### src/rtl/bbox_pkg.sv
// bbox_pkg: shared definitions for the bounding-box tracker slice.
//   HDR_TAG      - marker byte leading every report header word
//   BOX_CW       - field width of one coordinate inside a report word
//   BOX_CNTW     - field width of one pixel count inside a report word
//   emit_state_e - report emitter states
//   box_t        - one channel's box and count, zero-extended to report widths
package bbox_pkg;

  localparam logic [7:0] HDR_TAG  = 8'hA5;
  localparam int         BOX_CW   = 16;
  localparam int         BOX_CNTW = 32;

  typedef enum logic [2:0] {
    ST_IDLE,
    ST_HDR,
    ST_CH_X,
    ST_CH_Y,
    ST_CH_N
  } emit_state_e;

  typedef struct packed {
    logic [BOX_CW-1:0]   x_min;
    logic [BOX_CW-1:0]   x_max;
    logic [BOX_CW-1:0]   y_min;
    logic [BOX_CW-1:0]   y_max;
    logic [BOX_CNTW-1:0] count;
  } box_t;

endpackage

### src/rtl/bbox_emit.sv
// bbox_emit: frame scheduling, result snapshot and report serialiser.
// Every MSG_INTERVAL video frames the latched boxes are copied into shadow
// registers and sent as 1 + 3*N_CH words over a registered valid/ready port.
// Ports:
//   clk_i, rst_ni          clock, asynchronous active-low reset
//   frame_done_i           video frame results are ready this cycle
//   boxes_i, valid_i       per-channel results and validity to snapshot
//   msg_data_o/valid_o     report word stream, msg_ready_i accepts a word
//   drop_cnt_o             reports skipped while a report was in flight
module bbox_emit
  import bbox_pkg::*;
#(
  parameter int N_CH         = 6,
  parameter int MSG_INTERVAL = 32
) (
  input  logic                  clk_i,
  input  logic                  rst_ni,
  input  logic                  frame_done_i,
  input  box_t [N_CH-1:0]       boxes_i,
  input  logic [N_CH-1:0]       valid_i,
  output logic [31:0]           msg_data_o,
  output logic                  msg_valid_o,
  input  logic                  msg_ready_i,
  output logic [7:0]            drop_cnt_o
);

  localparam int CHW = (N_CH > 1) ? $clog2(N_CH) : 1;
  localparam int FCW = (MSG_INTERVAL > 1) ? $clog2(MSG_INTERVAL) : 1;

  emit_state_e     state_q, state_d;
  logic [CHW-1:0]  chIdx_q, chIdx_d, nextCh;
  logic [15:0]     frameSeq_q, frameSeq_d;
  logic [FCW-1:0]  frameCnt_q, frameCnt_d;
  logic [7:0]      dropCnt_q, dropCnt_d;
  logic [31:0]     msgData_q, msgData_d;
  logic            msgValid_q, msgValid_d;
  box_t [N_CH-1:0] shadow_q;
  logic [N_CH-1:0] shadowValid_q;
  logic            start, take;

  // Invalid channels hide their coordinates but still report their count.
  function automatic logic [31:0] chWord(emit_state_e kind, box_t b, logic vld);
    logic [31:0] w;
    w = b.count;
    if (kind == ST_CH_X) w = vld ? {b.x_min, b.x_max} : '0;
    else if (kind == ST_CH_Y) w = vld ? {b.y_min, b.y_max} : '0;
    return w;
  endfunction

  // Scheduling decides whether a finished frame starts a report or is
  // dropped; the FSM then walks header and per-channel words, advancing
  // only when the current word has been taken by the sink.
  always_comb begin
    state_d    = state_q;
    chIdx_d    = chIdx_q;
    frameSeq_d = frameSeq_q;
    frameCnt_d = frameCnt_q;
    dropCnt_d  = dropCnt_q;
    msgData_d  = msgData_q;
    msgValid_d = msgValid_q;
    start      = 1'b0;
    take       = msgValid_q & msg_ready_i;
    nextCh     = chIdx_q + CHW'(1);

    if (frame_done_i) begin
      if (frameCnt_q == '0) begin
        if (state_q == ST_IDLE) begin
          start      = 1'b1;
          frameCnt_d = FCW'(MSG_INTERVAL - 1);
        end else if (dropCnt_q != 8'hFF) begin
          dropCnt_d = dropCnt_q + 8'd1;
        end
      end else begin
        frameCnt_d = frameCnt_q - FCW'(1);
      end
    end

    case (state_q)
      ST_IDLE: begin
        if (start) begin
          msgData_d  = {HDR_TAG, 4'(N_CH), 4'h0, frameSeq_q};
          msgValid_d = 1'b1;
          frameSeq_d = frameSeq_q + 16'd1;
          state_d    = ST_HDR;
        end
      end
      ST_HDR: begin
        if (take) begin
          chIdx_d   = '0;
          msgData_d = chWord(ST_CH_X, shadow_q[0], shadowValid_q[0]);
          state_d   = ST_CH_X;
        end
      end
      ST_CH_X: begin
        if (take) begin
          msgData_d = chWord(ST_CH_Y, shadow_q[chIdx_q], shadowValid_q[chIdx_q]);
          state_d   = ST_CH_Y;
        end
      end
      ST_CH_Y: begin
        if (take) begin
          msgData_d = chWord(ST_CH_N, shadow_q[chIdx_q], shadowValid_q[chIdx_q]);
          state_d   = ST_CH_N;
        end
      end
      ST_CH_N: begin
        if (take) begin
          if (chIdx_q == CHW'(N_CH - 1)) begin
            msgData_d  = '0;
            msgValid_d = 1'b0;
            state_d    = ST_IDLE;
          end else begin
            chIdx_d   = nextCh;
            msgData_d = chWord(ST_CH_X, shadow_q[nextCh], shadowValid_q[nextCh]);
            state_d   = ST_CH_X;
          end
        end
      end
      default: begin
        msgValid_d = 1'b0;
        state_d    = ST_IDLE;
      end
    endcase
  end

  // State, output stage and shadow copy; the shadow is only loaded when a
  // report starts so later frames cannot disturb a report in flight.
  always_ff @(posedge clk_i or negedge rst_ni) begin
    if (!rst_ni) begin
      state_q       <= ST_IDLE;
      chIdx_q       <= '0;
      frameSeq_q    <= '0;
      frameCnt_q    <= '0;
      dropCnt_q     <= '0;
      msgData_q     <= '0;
      msgValid_q    <= 1'b0;
      shadow_q      <= '0;
      shadowValid_q <= '0;
    end else begin
      state_q    <= state_d;
      chIdx_q    <= chIdx_d;
      frameSeq_q <= frameSeq_d;
      frameCnt_q <= frameCnt_d;
      dropCnt_q  <= dropCnt_d;
      msgData_q  <= msgData_d;
      msgValid_q <= msgValid_d;
      if (start) begin
        shadow_q      <= boxes_i;
        shadowValid_q <= valid_i;
      end
    end
  end

  assign msg_data_o  = msgData_q;
  assign msg_valid_o = msgValid_q;
  assign drop_cnt_o  = dropCnt_q;

endmodule

### src/rtl/bbox_tracker.sv
// bbox_tracker: per-channel bounding box and pixel count inside a
// programmable ROI, latched at each video end-of-packet and reported
// periodically through bbox_emit.
// Ports:
//   clk, reset_n                  clock, asynchronous active-low reset
//   pix_valid/sop/eop/video       Avalon-ST beat controls
//   class_hit                     per-channel colour match of this pixel
//   roi_x_lo/hi, roi_y_lo/hi      inclusive region of interest
//   min_count                     count threshold for a valid box
//   box_valid, frame_done         latched validity, one-cycle latch pulse
//   msg_data/valid/ready          report word stream
//   drop_cnt                      saturating count of skipped reports
//   bb_edge                       box perimeter flags (BBOX_OVERLAY_EN only)
module bbox_tracker
  import bbox_pkg::*;
#(
  parameter int N_CH         = 6,
  parameter int CW           = 11,
  parameter int CNTW         = 20,
  parameter int IMAGE_W      = 640,
  parameter int IMAGE_H      = 480,
  parameter int MSG_INTERVAL = 32
) (
  input  logic            clk,
  input  logic            reset_n,
  input  logic            pix_valid,
  input  logic            pix_sop,
  input  logic            pix_eop,
  input  logic            pix_video,
  input  logic [N_CH-1:0] class_hit,
  input  logic [CW-1:0]   roi_x_lo,
  input  logic [CW-1:0]   roi_x_hi,
  input  logic [CW-1:0]   roi_y_lo,
  input  logic [CW-1:0]   roi_y_hi,
  input  logic [CNTW-1:0] min_count,
  output logic [N_CH-1:0] box_valid,
  output logic            frame_done,
  output logic [31:0]     msg_data,
  output logic            msg_valid,
  input  logic            msg_ready,
  output logic [7:0]      drop_cnt
`ifdef BBOX_OVERLAY_EN
  ,output logic [N_CH-1:0] bb_edge
`endif
);

  logic [CW-1:0]   x_q, x_d, y_q, y_d;
  logic            inFrame_q, inFrame_d, video_q, video_d;
  logic [CW-1:0]   xMin_q [N_CH], xMin_d [N_CH], xMax_q [N_CH], xMax_d [N_CH];
  logic [CW-1:0]   yMin_q [N_CH], yMin_d [N_CH], yMax_q [N_CH], yMax_d [N_CH];
  logic [CNTW-1:0] cnt_q [N_CH], cnt_d [N_CH];
  logic [N_CH-1:0] boxValid_q, boxValid_d, winner;
  logic            frameDone_q, frameDone_d, pixBeat, inRoi;
  box_t [N_CH-1:0] boxes;

  // Beat decoding, coordinate tracking and accumulation. Only the
  // lowest-index matching channel is credited with a pixel; results are
  // judged against min_count using the post-update counts so the eop pixel
  // is included.
  always_comb begin
    x_d         = x_q;
    y_d         = y_q;
    inFrame_d   = inFrame_q;
    video_d     = video_q;
    xMin_d      = xMin_q;
    xMax_d      = xMax_q;
    yMin_d      = yMin_q;
    yMax_d      = yMax_q;
    cnt_d       = cnt_q;
    boxValid_d  = boxValid_q;
    frameDone_d = 1'b0;
    pixBeat     = pix_valid & ~pix_sop & inFrame_q;
    inRoi       = (x_q >= roi_x_lo) && (x_q <= roi_x_hi) &&
                  (y_q >= roi_y_lo) && (y_q <= roi_y_hi);
    winner      = class_hit & (~class_hit + N_CH'(1));

    if (pix_valid && pix_sop) begin
      x_d       = '0;
      y_d       = '0;
      video_d   = pix_video;
      inFrame_d = 1'b1;
      for (int i = 0; i < N_CH; i++) begin
        xMin_d[i] = '1;
        yMin_d[i] = '1;
        xMax_d[i] = '0;
        yMax_d[i] = '0;
        cnt_d[i]  = '0;
      end
    end else if (pixBeat) begin
      if (video_q && inRoi) begin
        for (int i = 0; i < N_CH; i++) begin
          if (winner[i]) begin
            if (x_q < xMin_q[i]) xMin_d[i] = x_q;
            if (x_q > xMax_q[i]) xMax_d[i] = x_q;
            if (y_q < yMin_q[i]) yMin_d[i] = y_q;
            if (y_q > yMax_q[i]) yMax_d[i] = y_q;
            if (cnt_q[i] != '1) cnt_d[i] = cnt_q[i] + CNTW'(1);
          end
        end
      end
      // y also wraps so an oversized packet cannot walk past the image.
      if (x_q == CW'(IMAGE_W - 1)) begin
        x_d = '0;
        y_d = (y_q == CW'(IMAGE_H - 1)) ? '0 : y_q + CW'(1);
      end else begin
        x_d = x_q + CW'(1);
      end
      if (pix_eop) begin
        inFrame_d = 1'b0;
        if (video_q) begin
          frameDone_d = 1'b1;
          for (int i = 0; i < N_CH; i++) boxValid_d[i] = (cnt_d[i] >= min_count);
        end
      end
    end
  end

  // Frame-level registers; accumulators start empty out of reset.
  always_ff @(posedge clk or negedge reset_n) begin
    if (!reset_n) begin
      x_q         <= '0;
      y_q         <= '0;
      inFrame_q   <= 1'b0;
      video_q     <= 1'b0;
      boxValid_q  <= '0;
      frameDone_q <= 1'b0;
      for (int i = 0; i < N_CH; i++) begin
        xMin_q[i] <= '1;
        yMin_q[i] <= '1;
        xMax_q[i] <= '0;
        yMax_q[i] <= '0;
        cnt_q[i]  <= '0;
      end
    end else begin
      x_q         <= x_d;
      y_q         <= y_d;
      inFrame_q   <= inFrame_d;
      video_q     <= video_d;
      boxValid_q  <= boxValid_d;
      frameDone_q <= frameDone_d;
      xMin_q      <= xMin_d;
      xMax_q      <= xMax_d;
      yMin_q      <= yMin_d;
      yMax_q      <= yMax_d;
      cnt_q       <= cnt_d;
    end
  end

  // While frame_done is high the accumulators hold the final frame values,
  // which is exactly when the emitter may snapshot them.
  always_comb begin
    for (int i = 0; i < N_CH; i++) begin
      boxes[i].x_min = BOX_CW'(xMin_q[i]);
      boxes[i].x_max = BOX_CW'(xMax_q[i]);
      boxes[i].y_min = BOX_CW'(yMin_q[i]);
      boxes[i].y_max = BOX_CW'(yMax_q[i]);
      boxes[i].count = BOX_CNTW'(cnt_q[i]);
    end
  end

  bbox_emit #(
    .N_CH         (N_CH),
    .MSG_INTERVAL (MSG_INTERVAL)
  ) u_emit (
    .clk_i        (clk),
    .rst_ni       (reset_n),
    .frame_done_i (frameDone_q),
    .boxes_i      (boxes),
    .valid_i      (boxValid_q),
    .msg_data_o   (msg_data),
    .msg_valid_o  (msg_valid),
    .msg_ready_i  (msg_ready),
    .drop_cnt_o   (drop_cnt)
  );

  assign box_valid  = boxValid_q;
  assign frame_done = frameDone_q;

`ifdef BBOX_OVERLAY_EN
  logic [CW-1:0] ovXMin_q [N_CH], ovXMax_q [N_CH], ovYMin_q [N_CH], ovYMax_q [N_CH];

  // Boxes drawn on the following frame come from the last latched result.
  always_ff @(posedge clk or negedge reset_n) begin
    if (!reset_n) begin
      for (int i = 0; i < N_CH; i++) begin
        ovXMin_q[i] <= '0;
        ovXMax_q[i] <= '0;
        ovYMin_q[i] <= '0;
        ovYMax_q[i] <= '0;
      end
    end else if (frameDone_d) begin
      ovXMin_q <= xMin_d;
      ovXMax_q <= xMax_d;
      ovYMin_q <= yMin_d;
      ovYMax_q <= yMax_d;
    end
  end

  // A pixel is on the perimeter when it lies on an edge column within the
  // box's rows, or on an edge row within its columns.
  always_comb begin
    for (int i = 0; i < N_CH; i++) begin
      bb_edge[i] = boxValid_q[i] &&
        ((((x_q == ovXMin_q[i]) || (x_q == ovXMax_q[i])) &&
          (y_q >= ovYMin_q[i]) && (y_q <= ovYMax_q[i])) ||
         (((y_q == ovYMin_q[i]) || (y_q == ovYMax_q[i])) &&
          (x_q >= ovXMin_q[i]) && (x_q <= ovXMax_q[i])));
    end
  end
`endif

endmodule
### config.mk
export PLATFORM = sky130hd
export DESIGN_NAME = bbox_tracker
export DESIGN_NICKNAME = d
export VERILOG_FILES = /design/src/rtl/bbox_pkg.sv /design/src/rtl/bbox_emit.sv /design/src/rtl/bbox_tracker.sv
export SDC_FILE = /design/constraint.sdc
export NUM_CORES = 2
export LEC_CHECK = 0
export CORE_AREA = 3 3 418 420
export DETAILED_ROUTE_END_ITERATION = 10
export DIE_AREA = 0 0 421 423
export GPL_TIMING_DRIVEN = 0
export PLACE_DENSITY = 0.47
export SETUP_SLACK_MARGIN = 0.3
export SLEW_MARGIN = 20
export SYNTH_ARGS = -nofsm -noshare
export SYNTH_HDL_FRONTEND = slang
export SYNTH_SLANG_ARGS = --single-unit
### constraint.sdc
create_clock -name clk -period 5.11 [get_ports clk]
set_input_delay 0.511 -clock clk [delete_from_list [all_inputs] [get_ports clk]]
set_output_delay 0.511 -clock clk [all_outputs]
set_load 0.05 [all_outputs]
==> Word level (Yosys, flattened, before mapping) <==
Cells that the tools add are included.
{ "totals": {"output_inout_bits": 48, "ff_bits": 873, "inputBits": 77} }
{ "classes": {"order_cmp": 36, "reduce_logical": 78, "addsub": 13, "n_eq_ne": 22, "n_mux": 129, "bitwise_logic": 9} }
{ "ops": {"columns": ["operator", "count"], "rows": [
  ["two-way mux 66 bit", 12],
  ["two-way mux 11 bit", 55],
  ["two-way mux 120 bit", 5],
  ["binary-select mux 96 bit (select 3 bit)", 2],
  ["two-way mux 32 bit", 8],
  ["two-way mux 20 bit", 12],
  ["one-hot mux 32 bit (5 select lines)", 1],
  ["> comparator 11 bit", 12],
  ["less-than comparator 11 bit", 12],
  ["adder 20 x 1 -> 20 bit, second input constant", 6],
  [">= comparator 20 bit", 6],
  ["inequality test 20 bit, second input constant", 6],
  ["AND reduction 4 bit", 28],
  ["two-way mux 96 bit", 1],
  ["nonzero test 2 bit", 35],
  ["two-way mux 64 bit", 1],
  ["two-way mux 27 bit", 1],
  ["two-way mux 3 bit", 8],
  ["adder 11 x 1 -> 11 bit, second input constant", 2],
  [">= comparator 11 bit", 2],
  ["less-or-equal comparator 11 bit", 2],
  ["adder 16 x 1 -> 16 bit, second input constant", 1],
  ["two-way mux 1 bit", 15],
  ["one-hot mux 3 bit (5 select lines)", 1],
  ["30 further kinds", 53]
]} }

==> Longest topological paths before layout <==
{ "logic_depth": {"depth_word": 10, "mapped_depth": 22, "depth_no_buf": 18} }

==> Modules after synthesis <==
From an unflattened synthesis, not the netlist that was laid out.
{ "unflattened": {"cells_unflattened": 6731, "area_unflattened_um2": 60651.9} }
{ "by_module_without_submodules": {"columns": ["mod", "seq_area_each_um2", "area_per_inst_um2", "n_inst", "cells_per_inst"], "rows": [
  ["bbox_tracker", 10550.1, 30488.0, 1, 3376],
  ["bbox_emit", 16265.6, 30163.9, 1, 3355]
]} }

==> Least setup slack after synthesis <==
OpenSTA, ideal clock, no wires.
{ "synth_path": {"path_kind": "reg2reg", "start": "register y_q[8]", "end": "register boxValid_q[1], in the netlist box_valid[1]", "n_path_buf": 3, "required_time_ns": 4.990, "period_less_slack_ns": 4.530, "path_stages_with_launch": 21, "arrival_ns": 4.410, "slack_ns": 0.580, "cell_sequence": "dfrtp_1 -> ha_1 -> a211oi_2 -> o21ai_1 -> a221oi_4 -> o22ai_4 -> or3_1 -> buf_6 -> buf_6 -> buf_6 -> nor4_4 -> nand2_1 -> xnor2_1 -> ha_1 -> a21o_1 -> a21o_1 -> a21oi_1 -> nor2_1 -> a2111oi_0 -> o21ai_0 -> a31o_2"} }
{ "synth_between": {"elab_chain_cells": 8, "word_cells_on_any_way": 9, "classes_between": "order compare: 3; mux: 3; reduce/logical: 3"} }
{ "synth_lines": {"columns": ["item", "line_no", "text"], "rows": [
  ["start, declared", "bbox_tracker.sv:47", "logic [CW-1:0] x_q, x_d, y_q, y_d;"],
  ["start signal, assigned", "bbox_tracker.sv:136", "y_q <= y_d;"],
  [">= comparator 11 bit", "bbox_tracker.sv:74", "(y_q >= roi_y_lo) && (y_q <= roi_y_hi);"],
  ["logical AND 1 bit", "bbox_tracker.sv:73", "inRoi = (x_q >= roi_x_lo) && (x_q <= roi_x_hi) &&"],
  ["logical AND 1 bit (*)", "bbox_tracker.sv:74", null],
  ["logical AND 1 bit (*)", "bbox_tracker.sv:90", "if (video_q && inRoi) begin"],
  ["two-way mux 120 bit (*)", "bbox_tracker.sv:90", null],
  ["two-way mux 120 bit (*)", "bbox_tracker.sv:89", "end else if (pixBeat) begin"],
  ["two-way mux 120 bit (*)", "bbox_tracker.sv:77", "if (pix_valid && pix_sop) begin"],
  [">= comparator 20 bit (*)", "bbox_tracker.sv:112", "for (int i = 0; i < N_CH; i++) boxValid_d[i] = (cnt_d[i] >= min_count);"],
  ["end signal, assigned", "bbox_tracker.sv:139", "boxValid_q <= boxValid_d;"],
  ["end, declared", "bbox_tracker.sv:52", "logic [N_CH-1:0] boxValid_q, boxValid_d, winner;"]
]} }
Every way passes the cells marked *; elsewhere a longest branch is shown, timed or not. The select of a mux whose other input is x is not followed.
A chain may end at the register's enable or synchronous reset.

==> Worst setup path in the final report <==
{ "layout_path": {"start": "register x_q[0]", "end": "register boxValid_q[2], in the netlist box_valid[2]"} }
{ "layout_between": {"elab_chain_cells": 9, "word_cells_on_any_way": 10, "classes_between": "order compare: 3; mux: 3; reduce/logical: 4"} }
{ "layout_lines": {"columns": ["item", "line_no", "text"], "rows": [
  ["start, declared", "bbox_tracker.sv:47", null],
  ["start signal, assigned", "bbox_tracker.sv:121", "x_q <= '0;"],
  ["start signal, assigned", "bbox_tracker.sv:135", "x_q <= x_d;"],
  [">= comparator 11 bit or less-or-equal comparator 11 bit (tied branches)", "bbox_tracker.sv:73", null],
  ["logical AND 1 bit (*) (2 in a row)", "bbox_tracker.sv:73", null],
  ["logical AND 1 bit (*)", "bbox_tracker.sv:74", null],
  ["logical AND 1 bit (*)", "bbox_tracker.sv:90", null],
  ["two-way mux 120 bit (*)", "bbox_tracker.sv:90", null],
  ["two-way mux 120 bit (*)", "bbox_tracker.sv:89", null],
  ["two-way mux 120 bit (*)", "bbox_tracker.sv:77", null],
  [">= comparator 20 bit (*)", "bbox_tracker.sv:112", null]
]} }
Marks and branches as above.

==> impl_metrics.toml <==
[drt]
wl_per_cell_um = 28.5
drtIter0Drc = 4451
firstDrtPassIters = 5
routed_via_density = 5.44
vias = 45400
routed_wl_mm = 238
drc = 0
drtAntennaViolNets = 0

[synth]
synth_xor_area_frac = 0.0211
syn_area_per_cell_um2 = 9.18
synthAdderAreaFrac = 0.105
syn_area_um2 = 51300
async_flop_share = 1.00
ys_seq_area_frac = 0.427
synth_compound_area_frac = 0.143
yosysWarnings = 0
yosys.area_share.simple = 0.172
ys_seq_elements = 869
yosys-mux-area-fraction = 0.0781
synth_top_family_by_area = "simple AND/OR/NAND/NOR gates"
synth_edf_count = 0
syn_inst = 5591
synth.distinct_cells = 95
ys.flop_type = "dfrtp_1"

[setup_path]
cp_slowest_cell = "a2111oi_4"
max_stage_delay_ns = 0.47
crit_path_cell_trace = "clkbuf_16 -> clkinvlp_4 -> ha_4 -> nand4_1 -> o21bai_1 -> a221o_2 -> o22ai_4 -> or3_4 -> buf_12 -> buf_16 -> buf_12 -> buf_6 -> nor3_1 -> nor2_1 -> a31oi_1 -> ha_1 -> a21o_1 -> a21o_1 -> a2111oi_4 -> o21ai_0 -> a31o_2"
crit_path_max_fanout = 10
cp-start-kind = "flip-flop"
crit_path_end_kind = "flip-flop"
crit_arrival_ns = 5.51
crit_type = "flip-flop to flip-flop"
required_ns = 5.75

[global_routing]
grt_pass1_vias = 44200
track_usage = 0.261
antenna_found_initial = 13
gr-total-overflow = 0
grt_start_max_net_pins = 137
grt_pass1_wl_mm = 335

[layout]
layout_commonest_cell = "nand2_1"
final_cell_mix = "nand2_1, dfrtp_1, o21ai_0"
fin_area_um2 = 61100
drive_gt1_frac = 0.122
final_cell_count_no_fill = 8347
fin_util = 0.357
area_growth_pct = 19.1
num-nets-final = 6450

[placed_design]
dp_hpwl_mm = 171
gp_congestion = 0.992
dp_cells = 8039
place_area_um2 = 55900
io_buffers = 120

[die]
die_w_um = 421
ios = 125
dieArea_um2 = 178000
start_util = 0.299
die_y_um = 423
rows = 152
fp.coreArea_um2 = 171000

[cts]
insertion_delay_ns = 0.77
cts.path.max_buffers = 3
h-tree-depth = 3
cts-root-buf = "clkbuf_16"
cts_made_buffers = 106
numClockSinks = 869
cts_tree = "done"
clkSlewWorstSetupHoldPaths_ns = 0.06

[sta]
period_share = 0.952
slew_headroom = 0.130
finalMaxSlewViolations = 0
finalClockSkew_ns = 0.0655
setup_viol = 0
worstMarginPinSlew_ns = 1.31
max_freq_mhz = 205
hold_viol = 0
rsz0062_at_grt = "true"
hold_ws_ns = 0.269
final.min_clock_period_ns = 4.87

[outcome]
outcome = "finished, final reports clean"

[run]
maxCapViolations = 0

[hold_path]
hp-class = "input port to flip-flop"

[power_and_ir_drop]
finalPower_mw = 19.7
powerDensity_nw_per_um2 = 322
p_leak_nw = 29.3
ir_drop_mv = 0.283
==> cell usage after synthesis, drive strengths merged (10+ instances only) <==
library cell	number	area share
a2111oi	10	0.0020
a211oi	17	0.0026
a21o	75	0.011
a21oi	193	0.019
a221o	14	0.0027
a22oi	30	0.0044
a31oi	58	0.0071
and2	27	0.0033
and3	64	0.0078
and4	14	0.0024
buf	76	0.0081
clkbuf	273	0.020
dfrtp	737	0.36
dfstp	132	0.068
ha	429	0.10
inv	357	0.026
mux2	13	0.0029
mux2i	237	0.046
mux4	66	0.029
nand2	1046	0.077
nand2b	31	0.0038
nand3	178	0.017
nand4	87	0.011
nor2	327	0.024
nor2b	39	0.0048
nor3	58	0.0068
nor4	28	0.0060
nor4b	10	0.0021
o211ai	100	0.015
o21a	16	0.0023
o21ai	535	0.052
o21bai	16	0.0023
o31ai	44	0.0071
or3	18	0.0022
or4	18	0.0027
xnor2	96	0.017
xor2	27	0.0046
==> state kept, by name, summed over array words and instances, names as in the netlist <==
| name | cells |
|---|---|
| boxes | 384 |
| u_emit.shadow_q | 384 |
| u_emit.msg_data_o | 28 |
| u_emit.frameSeq_q | 16 |
| x_q | 11 |
| y_q | 11 |
| u_emit.drop_cnt_o | 8 |
| box_valid | 6 |
| u_emit.shadowValid_q | 6 |
| u_emit.frameCnt_q | 5 |
| u_emit.chIdx_q | 3 |
| u_emit.state_q | 3 |
| frame_done | 1 |
| inFrame_q | 1 |
| u_emit.msg_valid_o | 1 |
| video_q | 1 |
==> layer usage <==
metal  share of wire  track usage
met1            0.42        0.341
met2            0.45        0.408
met3           0.073       0.0502
met4           0.063        0.141
met5         0.00011            0
==> logic make-up after synthesis <==
kind of cell               count (synthesis)
and+or+nand+nor                         1955
buffers and inverters                    707
adders and majority gates                429
xor gates and xnor gates                 123
AOI/OAI and AO/OA                       1191
other                                      1
DFF                                      869
muxes                                    316
==> worst paths after layout <==
path,from,to,slack (ns),cells after the start
setup / recovery,x_q[0]$_DFFE_PN0P_,box_valid[2]$_DFFE_PN0P_,0.24,21
hold / removal,pix_sop,x_q[6]$_DFFE_PN0P_,0.27,3
setup reg to reg,x_q[0]$_DFFE_PN0P_,box_valid[2]$_DFFE_PN0P_,0.24,21
hold reg to reg,u_emit.shadow_q[390]$_DFFE_PN0P_,u_emit.shadow_q[390]$_DFFE_PN0P_,0.47,2
max in group asynchronous,reset_n,x_q[4]$_DFFE_PN0P_,2.42,5
min in group asynchronous,reset_n,boxes[490]$_DFFE_PN0P_,0.31,2
==> worst max-delay path: cells and delay by family (launching register included) <==
| family | cells | cell delay, ns |
|---|---|---|
| buffers and inverters | 6 | 0.95 |
| adders and majority gates | 2 | 0.59 |
| DFF | 1 | 0.38 |
| AOI/OAI and AO/OA | 9 | 1.96 |
| and+or+nand+nor | 4 | 0.81 |
==> report_power, final <==
part	switching, mW	total (mW)	internal (mW)
clock network	3.38	8.19	4.80
registers	0.450	7.81	7.36
logic	2.49	3.67	1.18
total	6.32	19.7	13.3
==> metrics by stage <==
step | setup TNS [ns] | setup WS, ns
after CTS | 0 | 0.210
after floorplan | 0 | 0.580
final | 0 | 0.243
after global routing | 0 | 0.136
after global placement | - | -39.04
after detailed placement | -208.38 | -2.89
==> area by class of cell <==
cell class | instances | area, µm²
clock buffer | 160 | 3180
buffer | 349 | 1610
inverter | 358 | 1350
timing repair buffer | 243 | 2520
antenna | 3 | 7.51
multi-input combinational | 4017 | 27000
fill | 17700 | 110000
tap | 2310 | 2890
sequential | 869 | 22000
clock inverter | 38 | 563
==> repair_timing <==
item                                    4_1_cts  5_1_grt
hold buffers                                  1        0
gates resized for setup                      81       53
cloned                                        0        1
buffers inserted                             72       32
hold endpoints to repair                     69        0
endpoints found under the setup margin      411       12
pin swaps                                    20       31
Power figures use the tool's default switching activity.
